File: src/rtl/obi_mem_arbiter.sv
// obi_mem_arbiter: shares one single-ported OBI memory between instruction and data ports
module obi_mem_arbiter #(
  parameter  int MAX_OUTSTANDING = 2,
  localparam int CNT_W           = $clog2(MAX_OUTSTANDING + 1)
) (
  input  logic             clk_i,
  input  logic             rst_ni,
  input  logic             instr_req_i,
  output logic             instr_gnt_o,
  output logic             instr_rvalid_o,
  input  logic [31:0]      instr_addr_i,
  output logic [31:0]      instr_rdata_o,
  input  logic             data_req_i,
  output logic             data_gnt_o,
  output logic             data_rvalid_o,
  input  logic [31:0]      data_addr_i,
  input  logic [3:0]       data_be_i,
  input  logic             data_we_i,
  input  logic [31:0]      data_wdata_i,
  output logic [31:0]      data_rdata_o,
  output logic             mem_req_o,
  input  logic             mem_gnt_i,
  input  logic             mem_rvalid_i,
  output logic [31:0]      mem_addr_o,
  output logic [3:0]       mem_be_o,
  output logic             mem_we_o,
  output logic [31:0]      mem_wdata_o,
  input  logic [31:0]      mem_rdata_i,
  output logic [CNT_W-1:0] outstanding_o,
  output logic             spurious_rvalid_o
);
  localparam int PW = (MAX_OUTSTANDING > 1) ? $clog2(MAX_OUTSTANDING) : 1;

  logic                       lock_q, lock_d, lock_sel_q, lock_sel_d, rr_q, rr_d;
  logic [CNT_W-1:0]           cnt_q, cnt_d;
  logic [PW-1:0]              wptr_q, wptr_d, rptr_q, rptr_d;
  logic [MAX_OUTSTANDING-1:0] own_q, own_d;
  logic                       full, sel, sel_req, accept, pop, head;

  function automatic logic [PW-1:0] inc(input logic [PW-1:0] p);
    return (p == PW'(MAX_OUTSTANDING - 1)) ? '0 : p + PW'(1);
  endfunction

  // Selection (1 = data): held while locked, else single requester or round-robin pointer
  always_comb begin
    full    = cnt_q == CNT_W'(MAX_OUTSTANDING);
    sel     = lock_q ? lock_sel_q : (instr_req_i && data_req_i) ? rr_q : data_req_i;
    sel_req = sel ? data_req_i : instr_req_i;
    accept  = sel_req & ~full & mem_gnt_i;
    pop     = mem_rvalid_i & (cnt_q != '0);
    head    = own_q[rptr_q];
  end

  assign mem_req_o         = sel_req & ~full;
  assign mem_addr_o        = sel ? data_addr_i : instr_addr_i;
  assign mem_be_o          = sel ? data_be_i : 4'hF;
  assign mem_we_o          = sel & data_we_i;
  assign mem_wdata_o       = sel ? data_wdata_i : 32'h0;
  assign instr_gnt_o       = accept & ~sel;
  assign data_gnt_o        = accept & sel;
  assign instr_rvalid_o    = pop & ~head;
  assign data_rvalid_o     = pop & head;
  assign instr_rdata_o     = mem_rdata_i;
  assign data_rdata_o      = mem_rdata_i;
  assign outstanding_o     = cnt_q;
  assign spurious_rvalid_o = mem_rvalid_i & (cnt_q == '0);

  // Next state: lock on stalled request, flip priority on accept, push/pop owner FIFO
  always_comb begin
    lock_d     = mem_req_o & ~mem_gnt_i;
    lock_sel_d = sel;
    rr_d       = accept ? ~sel : rr_q;
    own_d      = own_q;
    if (accept) own_d[wptr_q] = sel;
    wptr_d     = accept ? inc(wptr_q) : wptr_q;
    rptr_d     = pop ? inc(rptr_q) : rptr_q;
    cnt_d      = cnt_q + CNT_W'(accept) - CNT_W'(pop);
  end

  // State registers; reset empties the FIFO, clears lock and favours data
  always_ff @(posedge clk_i or negedge rst_ni) begin
    if (!rst_ni) begin
      lock_q     <= 1'b0;
      lock_sel_q <= 1'b0;
      rr_q       <= 1'b1;
      own_q      <= '0;
      wptr_q     <= '0;
      rptr_q     <= '0;
      cnt_q      <= '0;
    end else begin
      lock_q     <= lock_d;
      lock_sel_q <= lock_sel_d;
      rr_q       <= rr_d;
      own_q      <= own_d;
      wptr_q     <= wptr_d;
      rptr_q     <= rptr_d;
      cnt_q      <= cnt_d;
    end
  end
endmodule

File: config.mk
export PLATFORM = sky130hd
export DESIGN_NAME = obi_mem_arbiter
export DESIGN_NICKNAME = d
export VERILOG_FILES = /design/src/rtl/obi_mem_arbiter.sv
export SDC_FILE = /design/constraint.sdc
export NUM_CORES = 1
export LEC_CHECK = 0
export BUFFER_PORTS_ARGS = -buffer_cell sky130_fd_sc_hd__buf_2
export CAP_MARGIN = 20
export CORE_AREA = 5 5 105 107
export DETAILED_ROUTE_END_ITERATION = 6
export DIE_AREA = 0 0 110 112
export GPL_ROUTABILITY_DRIVEN = 0
export GPL_TIMING_DRIVEN = 0
export REMOVE_ABC_BUFFERS = 1
export SYNTH_ARGS = -nofsm -noshare
export SYNTH_HDL_FRONTEND = slang
export SYNTH_SLANG_ARGS = --single-unit
export TNS_END_PERCENT = 20
File: constraint.sdc
create_clock -name clk_i -period 2.2 [get_ports clk_i]
set_input_delay 0.44 -clock clk_i [delete_from_list [all_inputs] [get_ports clk_i]]
set_output_delay 0.44 -clock clk_i [all_outputs]
set_load 0.05 [all_outputs]
* Yosys cells after proc, flatten, opt, wreduce, memory -nomap -nowiden *
Index checks and enable logic that the tools add are counted.

cells by class
  add/subtract/negate cells = 4
  magnitude comparators = 3
  equality and inequality tests = 1
  multiplexer cells = 13
  bitwise operators = 14
  reduce and logical (&&, ||, !) cells = 4

operators by type and width
  operator                                                    number
  two-way mux 32 bit                                          2
  AND 1 bit                                                   10
  two-way mux 1 bit                                           8
  less-than comparator 1 x 2 -> 1 bit, second input constant  2
  two-way mux 4 bit                                           1
  NOT 1 bit                                                   4
  adder 1 bit, second input constant                          2
  adder 2 x 1 -> 2 bit                                        1
  bitwise mux 2 bit                                           1
  == test 2 bit, second input constant                        1
  logical AND 1 bit                                           2
  zero test 2 bit                                             1
  nonzero test 2 bit                                          1
  subtractor 2 x 1 -> 2 bit                                   1
  demux 1 bit (select 1 bit)                                  1
  greater-or-equal comparator 1 bit, second input constant    1

word-level totals
  register bits after elaboration = 9
  input bits = 139
  output and inout bits = 141
  logic and storage cells = 46

* Logic depth before layout (Yosys ltp) *
Gate-level depths: netlist of run 1.

  depth in word-level cells = 8
  mapped depth = 6
  mapped depth without buffers = 6

* Least setup slack after synthesis of run 1 *
OpenSTA, ideal clock, no wires.

  path type = flip-flop to output port
  from = reg cnt_q[1], in the netlist outstanding_o[1]
  to = out mem_req_o
  arrival time = 1.941 ns
  required time = 1.760 ns
  path slack = -0.181 ns
  cell stages (with the launch flop) = 3
  path buffers = 0
  cells stage by stage = dfrtp_1 -> nor2b_1 -> nor3_1

on the way
  longest elaborated chain between the ends = 3

ends and longest elaborated chain
  element                 line  text
  from (decl)             35    logic [CNT_W-1:0] cnt_q, cnt_d;
  from (signal assigned)  97    cnt_q <= cnt_d;
  == test 2 bit           46    full = cnt_q == CNT_W'(MAX_OUTSTANDING);
  NOT 1 bit               54    assign mem_req_o = sel_req & ~full;
  AND 1 bit               54
  to (decl)               21    output logic mem_req_o,

Every way passes these cells.

* Worst setup path in the final report of run 1 *
  from = reg rr_q
  to = out mem_addr_o[13]

on the way
  longest elaborated chain between the ends = 3

ends and longest elaborated chain
  element                          line  text
  from (decl)                      34    logic lock_q, lock_d, lock_sel_q, lock_sel_d, rr_q, rr_d;
  from (signal assigned)           93    rr_q <= rr_d;
  two-way mux 1 bit (2 in series)  47    sel = lock_q ? lock_sel_q : (instr_req_i && data_req_i) ? rr_q : data_req_i;
  two-way mux 32 bit               55    assign mem_addr_o = sel ? data_addr_i : instr_addr_i;
  to (decl)                        24    output logic [31:0] mem_addr_o,

Every way passes these cells.

==> impl_summary.txt, run 1 <==
----------------------------------------------------
[Clock tree]
  Root buffer cell ... sky130_fd_sc_hd__clkbuf_8
  TritonCTS buffer count ... 3
  # clock sinks ... 9
  TritonCTS clock tree ... built
  Clock-pin transition on the worst setup and hold timing paths ... 0.05 ns
  Clock Tree Buf Depth ... 2
  H-tree depth ... 1
  Later-pin clock latency in the skew report ... 0.23 ns

[Power and ir drop]
  Relative contribution of sequential cells to total power ... 9.0%
  Worst supply voltage drop on vdd ... 528 uV
  Switching Share ... 54.1%
  P_leak ... between 1.5 and 2 nW
  Total power divided by cell area ... 1220 mW/mm^2
  Share of total power in combinational logic ... 85.9%
  Overall power of the completed layout ... ~0.0037 W
  Fraction of power consumed by the clock network ... 5.1%
  Internal cell power ... 0.00169 W
  Power spent charging and discharging nets ... 0.00200 W

[Layout]
  Area used by multi-input combinational logic ... 0.00100 sq mm
  Top library cells by usage in the layout, fill and taps aside ... sky130_fd_sc_hd__buf_2, sky130_fd_sc_hd__buf_6, sky130_fd_sc_hd__mux2_4
  Commonest non-fill, non-tap cell in the layout ... sky130_fd_sc_hd__buf_2
  Post-route non-filler standard cell count ... 450
  Antenna diode count ... 0
  Post-route core utilization ... 30.1%
  Total Nets Final ... 455
  Share of post-route cells with drive strength above 1 ... around four fifths
  Filler Cells Inserted ... between 1,000 and 1,500
  FF+latch area ... 226 sq um
  Area Growth Syn to Fin ... 87.7%

[GRT]
  Global route hottest layer ... met2
  GR met2 Demand/Resource ... 29.6%
  Number of antenna violations at the first check in global routing ... 0
  Largest net degree at the start of global routing ... 21
  Met1 layer usage reported by global route ... 15.0%
  Number of global-route vias before repair ... 2,046
  Met3 Track Usage GR ... 17.3%
  Global-route wire length before repair ... approximately 15,000 um
  Total overflow reported by the global router ... 0
  Global router's overall resource usage ... 17.5%

[Timing]
  Relative max-transition margin ... 75.1%
  Final cycle utilization of the critical path ... 108%
  Max Slew Vio Count ... 0
  Setup skew after layout ... roughly 0.0034 ns
  Number of failing setup endpoints in the final timing report ... 50
  Minimum clock period ... 2.38 ns
  Setup_tns ... -6.65 ns
  Unrepaired setup endpoints after global routing ... yes
  Highest Clock Rate ... between 0.4 and 0.5 GHz
  Hold Worst Slack ... 0.0526 ns
  Number of endpoints with negative hold slack in the final report ... 0
  Worst Max-Slew Pin Slew ... 0.371 ns
  Worst-case setup margin in the final layout ... -0.185 ns

[Setup path]
  Maximum net fanout on the critical path ... 6
  Sort of element at the end of the critical path ... output pin
  Crit Path Class ... flip-flop to output pin
  Setup crit start kind ... flip-flop
  Worst Path Arrival ... 1.94 ns
  Data required time of the worst path ... 1.76 ns

[Placement]
  Inst Count DP ... 434
  Count of input and output buffers ... 183
  Half-perimeter wire length of the detailed placement result ... 9840 um

[Floorplan]
  Die Area ... 0.0123 sq mm
  Die boundary width ... 110 um
  Starting density of the core ... 16.0%
  IO Count ... 280
  Y dimension of the die ... approximately 110 um
  Floorplan core area ... 0.0100 sq mm
  Row count ... 37

[Job]
  Max-Cap Viols ... 0

[Synthesis]
  Register bit count reported by yosys ... 9
  Synth warn ... 0
  Number of synthesized flops with an enable pin ... 0
  Top cell type's share of synthesized area ... 30.3%
  Cells taking the most area after synthesis ... sky130_fd_sc_hd__buf_4, sky130_fd_sc_hd__mux2_1, sky130_fd_sc_hd__and2_1
  Number of distinct standard cells referenced by the synthesized netlist ... 31
  Mean Syn Cell Area ... approximately 8.7 sq um
  Synth Cell Area ... 0.00161 sq mm
  Proportion of synthesized chip area in sequential cells ... between 10% and 20%
  Async SR Flop Fraction ... 100%
  Cell type with the largest total area after synthesis ... sky130_fd_sc_hd__buf_4
  Main flop type after synthesis ... sky130_fd_sc_hd__dfrtp_1
  Cell count after synthesis ... 185

[Routing]
  Average via count per standard cell ... 4.10
  Wire per inst ... about 26 um
  Total number of vias ... around 1,800
  Number of detailed-routing iterations run before antenna repair ... 2
  Remaining number of nets flagged by the antenna check after routing ... 0
  WL final ... 11,700 um
  DRC errors left ... 0
  Iteration-0 DRC Markers ... 35

[Status]
  Outcome ... complete, but fails checks
  Violated checks ... negative setup slack

[Min path]
  Min-delay worst type ... input port to async pin

----------------------------------------------------
-- repair_timing --
item | 4_1_cts | 5_1_grt
endpoints found under the hold margin | 0 | 0
pin swaps | 1 | 4
setup endpoints to repair | 71 | 71
setup buffers | 3 | 5
cloned | 2 | 4
hold buffers | 0 | 0
gates resized for setup | 143 | 64
-- final timing paths --
kind,end,cells after the start,slack [ns],startpoint
hold / removal,rptr_q,1,0.05,rst_ni
setup / recovery,mem_addr_o[13],6,-0.18,rr_q
setup reg to reg,outstanding_o[1],6,0.51,lock_q
max in group asynchronous,rr_q,1,1.90,rst_ni
hold reg to reg,rptr_q,1,0.49,rptr_q
min in group clk_i,lock_q,2,0.46,mem_gnt_i
-- registers in the layout, indices dropped and copies added (netlist names) --
signal,flops
outstanding_o,2
lock_sel_q,1
rr_q,1
own_q,2
wptr_q,1
rptr_q,1
lock_q,1
-- cells by family after synthesis --
logic type	Yosys count	share of synthesized area, %
XOR/XNOR	5	2.72
AND/OR/NAND/NOR	57	21.7
AO/OA/AOI/OAI	7	3.73
buffers and inverters	72	33.4
multiplexers	34	23.7
adder cells (fa/ha/maj)	1	0.776
flip-flops	9	14.1
-- critical path, cell delays in order (launching register included) --
cell                        delay, ns
sky130_fd_sc_hd__dfstp_2         0.52
sky130_fd_sc_hd__and2b_2         0.23
sky130_fd_sc_hd__o21ai_4         0.17
sky130_fd_sc_hd__buf_12          0.16
sky130_fd_sc_hd__clkbuf_16       0.15
sky130_fd_sc_hd__mux2_4          0.31
sky130_fd_sc_hd__buf_8           0.15
-- layer usage --
layer	vias up	routed length, um
met2	213	5440
li1	802	-
met5	-	92
met3	2	2720
met1	825	3490
met4	2	0
-- through the flow --
step,area (sq um),setup WS (ns)
5_1_grt,3030,-0.237
4_1_cts,2730,-0.294
3_5_place_dp,2180,-0.605
3_3_place_gp,2160,-0.994
6_report,3030,-0.185
2_1_floorplan,1080,-0.458
-- power groups by stage --
stage	sequential (W)	combinational, W	clock [W]
CTS	0.000333	0.00282	0.000196
global placement	0.000334	0.00223	0
finish	0.000332	0.00317	0.000189
floorplan	0.000382	0.00164	0
global route	0.000348	0.00332	0.000205
detailed placement	0.000336	0.00228	0
-- layout make-up --
type / instances / area share [%]
Sequential cell: 9 / 7.49
Multi-Input combinational cell: 105 / 33.2
Tap cell: 136 / 5.62
Inverter: 1 / 0.124
Clock buffer: 4 / 1.49
Timing Repair Buffer: 195 / 52.1
-- cells in the mapped netlist, types with 3 or more instances --
cell,n
sky130_fd_sc_hd__mux2_1,31
sky130_fd_sc_hd__and2_1,33
sky130_fd_sc_hd__nand2b_1,6
sky130_fd_sc_hd__xnor2_1,4
sky130_fd_sc_hd__dfrtp_1,8
sky130_fd_sc_hd__nor2_1,4
sky130_fd_sc_hd__buf_4,65
sky130_fd_sc_hd__buf_6,3
Note: power is estimated with default switching activity, not from simulation.
==> run 2, diff against run 1 <==
Settings changed: GPL_TIMING_DRIVEN 0 to 1.
==> run 2 against run 1 <==
Compared with the run above:
- largest power group unchanged
- non-clock buffer count up 6
- critical path depth is the same
- hold slack better by 0.0017 ns
- register-to-register slack worse by 0.03 ns
- via count rose by 0.76%
- worst setup slack worse by 0.025 ns
- sequential cell count unchanged
- clock-buffer cell count unchanged
- largest cell class unchanged
- clock skew decreased by 0.0017 ns
- highest routed layer unchanged
- power grew 9.1%
- first-iteration DRC count is 11% lower
- the run still ends with negative setup slack left
- final area increased by 9.1%
==> impl_summary.txt, run 2 (synthesis gave the netlist of run 1 again) <==
----------------------------------------------------
[Status]
  Outcome ... complete, but fails checks
  Violated checks ... negative setup slack

[Setup path]
  Number of cells on the worst reg-to-reg path ... 8
  Setup crit start kind ... flip-flop
  Capture point of the worst reg-to-reg path ... own_q[1]
  Crit Reg-Reg Startpoint ... rr_q
  Crit Path Class ... flip-flop to output pin
  Worst Path Arrival ... 1.97 ns
  R2r setup slk ... 0.48 ns
  Sort of element at the end of the critical path ... output pin
  Data required time of the worst path ... 1.76 ns
  Maximum net fanout on the critical path ... 7

[Timing]
  Setup skew after layout ... 0.00179 ns
  Highest Clock Rate ... 0.415 GHz
  Max Slew Vio Count ... 0
  Final cycle utilization of the critical path ... 110%
  Number of endpoints with negative hold slack in the final report ... 0
  Minimum clock period ... 2.41 ns
  Relative max-transition margin ... 72.9%
  Worst Max-Slew Pin Slew ... 0.404 ns
  Number of failing setup endpoints in the final timing report ... 70
  Unrepaired setup endpoints after global routing ... yes
  Worst-case setup margin in the final layout ... -0.210 ns
  Setup_tns ... -9.36 ns
  Hold Worst Slack ... 0.0543 ns

[Power and ir drop]
  Overall power of the completed layout ... 0.00403 W
  Total power divided by cell area ... around 1200 mW/mm^2
  Worst supply voltage drop on vdd ... approximately 490 uV
  P_leak ... 1.69 nW

[Floorplan]
  Starting density of the core ... between 15 and 20%
  Die Area ... approximately 0.012 sq mm
  Y dimension of the die ... about 110 um
  Floorplan core area ... 0.0100 sq mm
  IO Count ... 280
  Row count ... 37
  Die boundary width ... roughly 110 um

[Clock tree]
  Clock-pin transition on the worst setup and hold timing paths ... approximately 0.040 ns
  TritonCTS clock tree ... built
  Later-pin clock latency in the skew report ... 0.23 ns
  Hold-fix buffer count after cts ... 0
  # clock sinks ... 9
  Clock Tree Buf Depth ... 2
  H-tree depth ... 1
  Root buffer cell ... sky130_fd_sc_hd__clkbuf_8
  TritonCTS buffer count ... 3

[GRT]
  Met3 Track Usage GR ... 18.0%
  Global route hottest layer ... met2
  Met1 layer usage reported by global route ... 16.0%
  Global router's overall resource usage ... a little under a fifth
  Largest net degree at the start of global routing ... 14
  Total overflow reported by the global router ... 0
  GR met2 Demand/Resource ... 30.3%
  Number of global-route vias before repair ... 2,152
  Global-route wire length before repair ... 15,800 um
  Number of antenna violations at the first check in global routing ... 0

[Routing]
  Total number of vias ... 1,858
  Remaining number of nets flagged by the antenna check after routing ... 0
  Wire per inst ... between 20 and 30 um
  Average via count per standard cell ... just over 4
  WL final ... 12,100 um
  Number of detailed-routing iterations run before antenna repair ... 4
  Iteration-0 DRC Markers ... 31
  DRC errors left ... 0

[Layout]
  Area Growth Syn to Fin ... 105%
  Total Nets Final ... 460
  Share of post-route cells with drive strength above 1 ... 84.0%
  Commonest non-fill, non-tap cell in the layout ... sky130_fd_sc_hd__buf_2
  Post-route core utilization ... 32.9%
  Antenna diode count ... 0
  Top library cells by usage in the layout, fill and taps aside ... sky130_fd_sc_hd__buf_2, sky130_fd_sc_hd__buf_6, sky130_fd_sc_hd__buf_8

[Min path]
  Min-delay worst type ... input port to async pin

[Placement]
  Half-perimeter wire length of the detailed placement result ... 9980 um
  Count of input and output buffers ... about 180

[Job]
  Max-Cap Viols ... 0

----------------------------------------------------
==> run 2: changes by cell type in the layout (fill, tap and decap cells not counted), sizes merged <==
cell / delta
clkbuf: -4
buf: +10
o21ai: -1
==> run 2: worst max-delay path by stage <==
stage,start,slack (ns),endpoint,cells after the start
after detailed placement,instr_req_i,-0.04,mem_addr_o[13],6
after global placement,instr_req_i,-0.04,mem_addr_o[25],6
after floorplan,rr_q,-0.46,data_gnt_o,4
final,rr_q,-0.21,mem_addr_o[9],6
after global routing,rr_q,-0.26,mem_addr_o[1],6
after CTS,rr_q,-0.22,mem_addr_o[1],6
==> run 2: critical path, cell delays in order (launching register included) <==
cell	delay (ns)
sky130_fd_sc_hd__dfstp_2	0.52
sky130_fd_sc_hd__and2b_1	0.20
sky130_fd_sc_hd__o21ai_4	0.21
sky130_fd_sc_hd__buf_6	0.18
sky130_fd_sc_hd__buf_16	0.14
sky130_fd_sc_hd__mux2_4	0.31
sky130_fd_sc_hd__buf_6	0.16
==> run 2: per-layer routing <==
metal | part of all wire, % | wire length, um
met4 | 1.9 | 233
met2 | 46 | 5520
met3 | 23 | 2820
met1 | 28 | 3440
met5 | 0.76 | 92
==> run 2: per-stage QoR <==
stage,setup WS (ns),std cells,area [sq um]
3_5_place_dp,-0.0431,438,2260
3_3_place_gp,-0.0374,438,2260
2_1_floorplan,-0.458,114,1080
6_report,-0.210,455,3300
4_1_cts,-0.223,453,3210
5_1_grt,-0.263,455,3300
==> run 2: cell type report <==
class	count	area (sq um)
Multi-Input combinational cell	104	1030
Timing Repair Buffer	201	1820
Fill cell	1047	6750
Inverter	1	3.75
Clock buffer	4	45.0
Tap cell	136	170
Sequential cell	9	226
==> run 2: repair_timing <==
item                       in CTS  in global routing
setup endpoints to repair      70                 71
resized for setup             232                 25
buffers inserted                6                  2
pin swaps                      18                  9
gates cloned                    6                  0
==> run 2: power breakdown <==
group / leakage [nW] / switching [W] / internal [W]
Combinational: 1.56 / 0.00193 / 0.00157
Clock: 0.0228 / 0.0000651 / 0.000126
Sequential: 0.107 / 0.0000819 / 0.000254
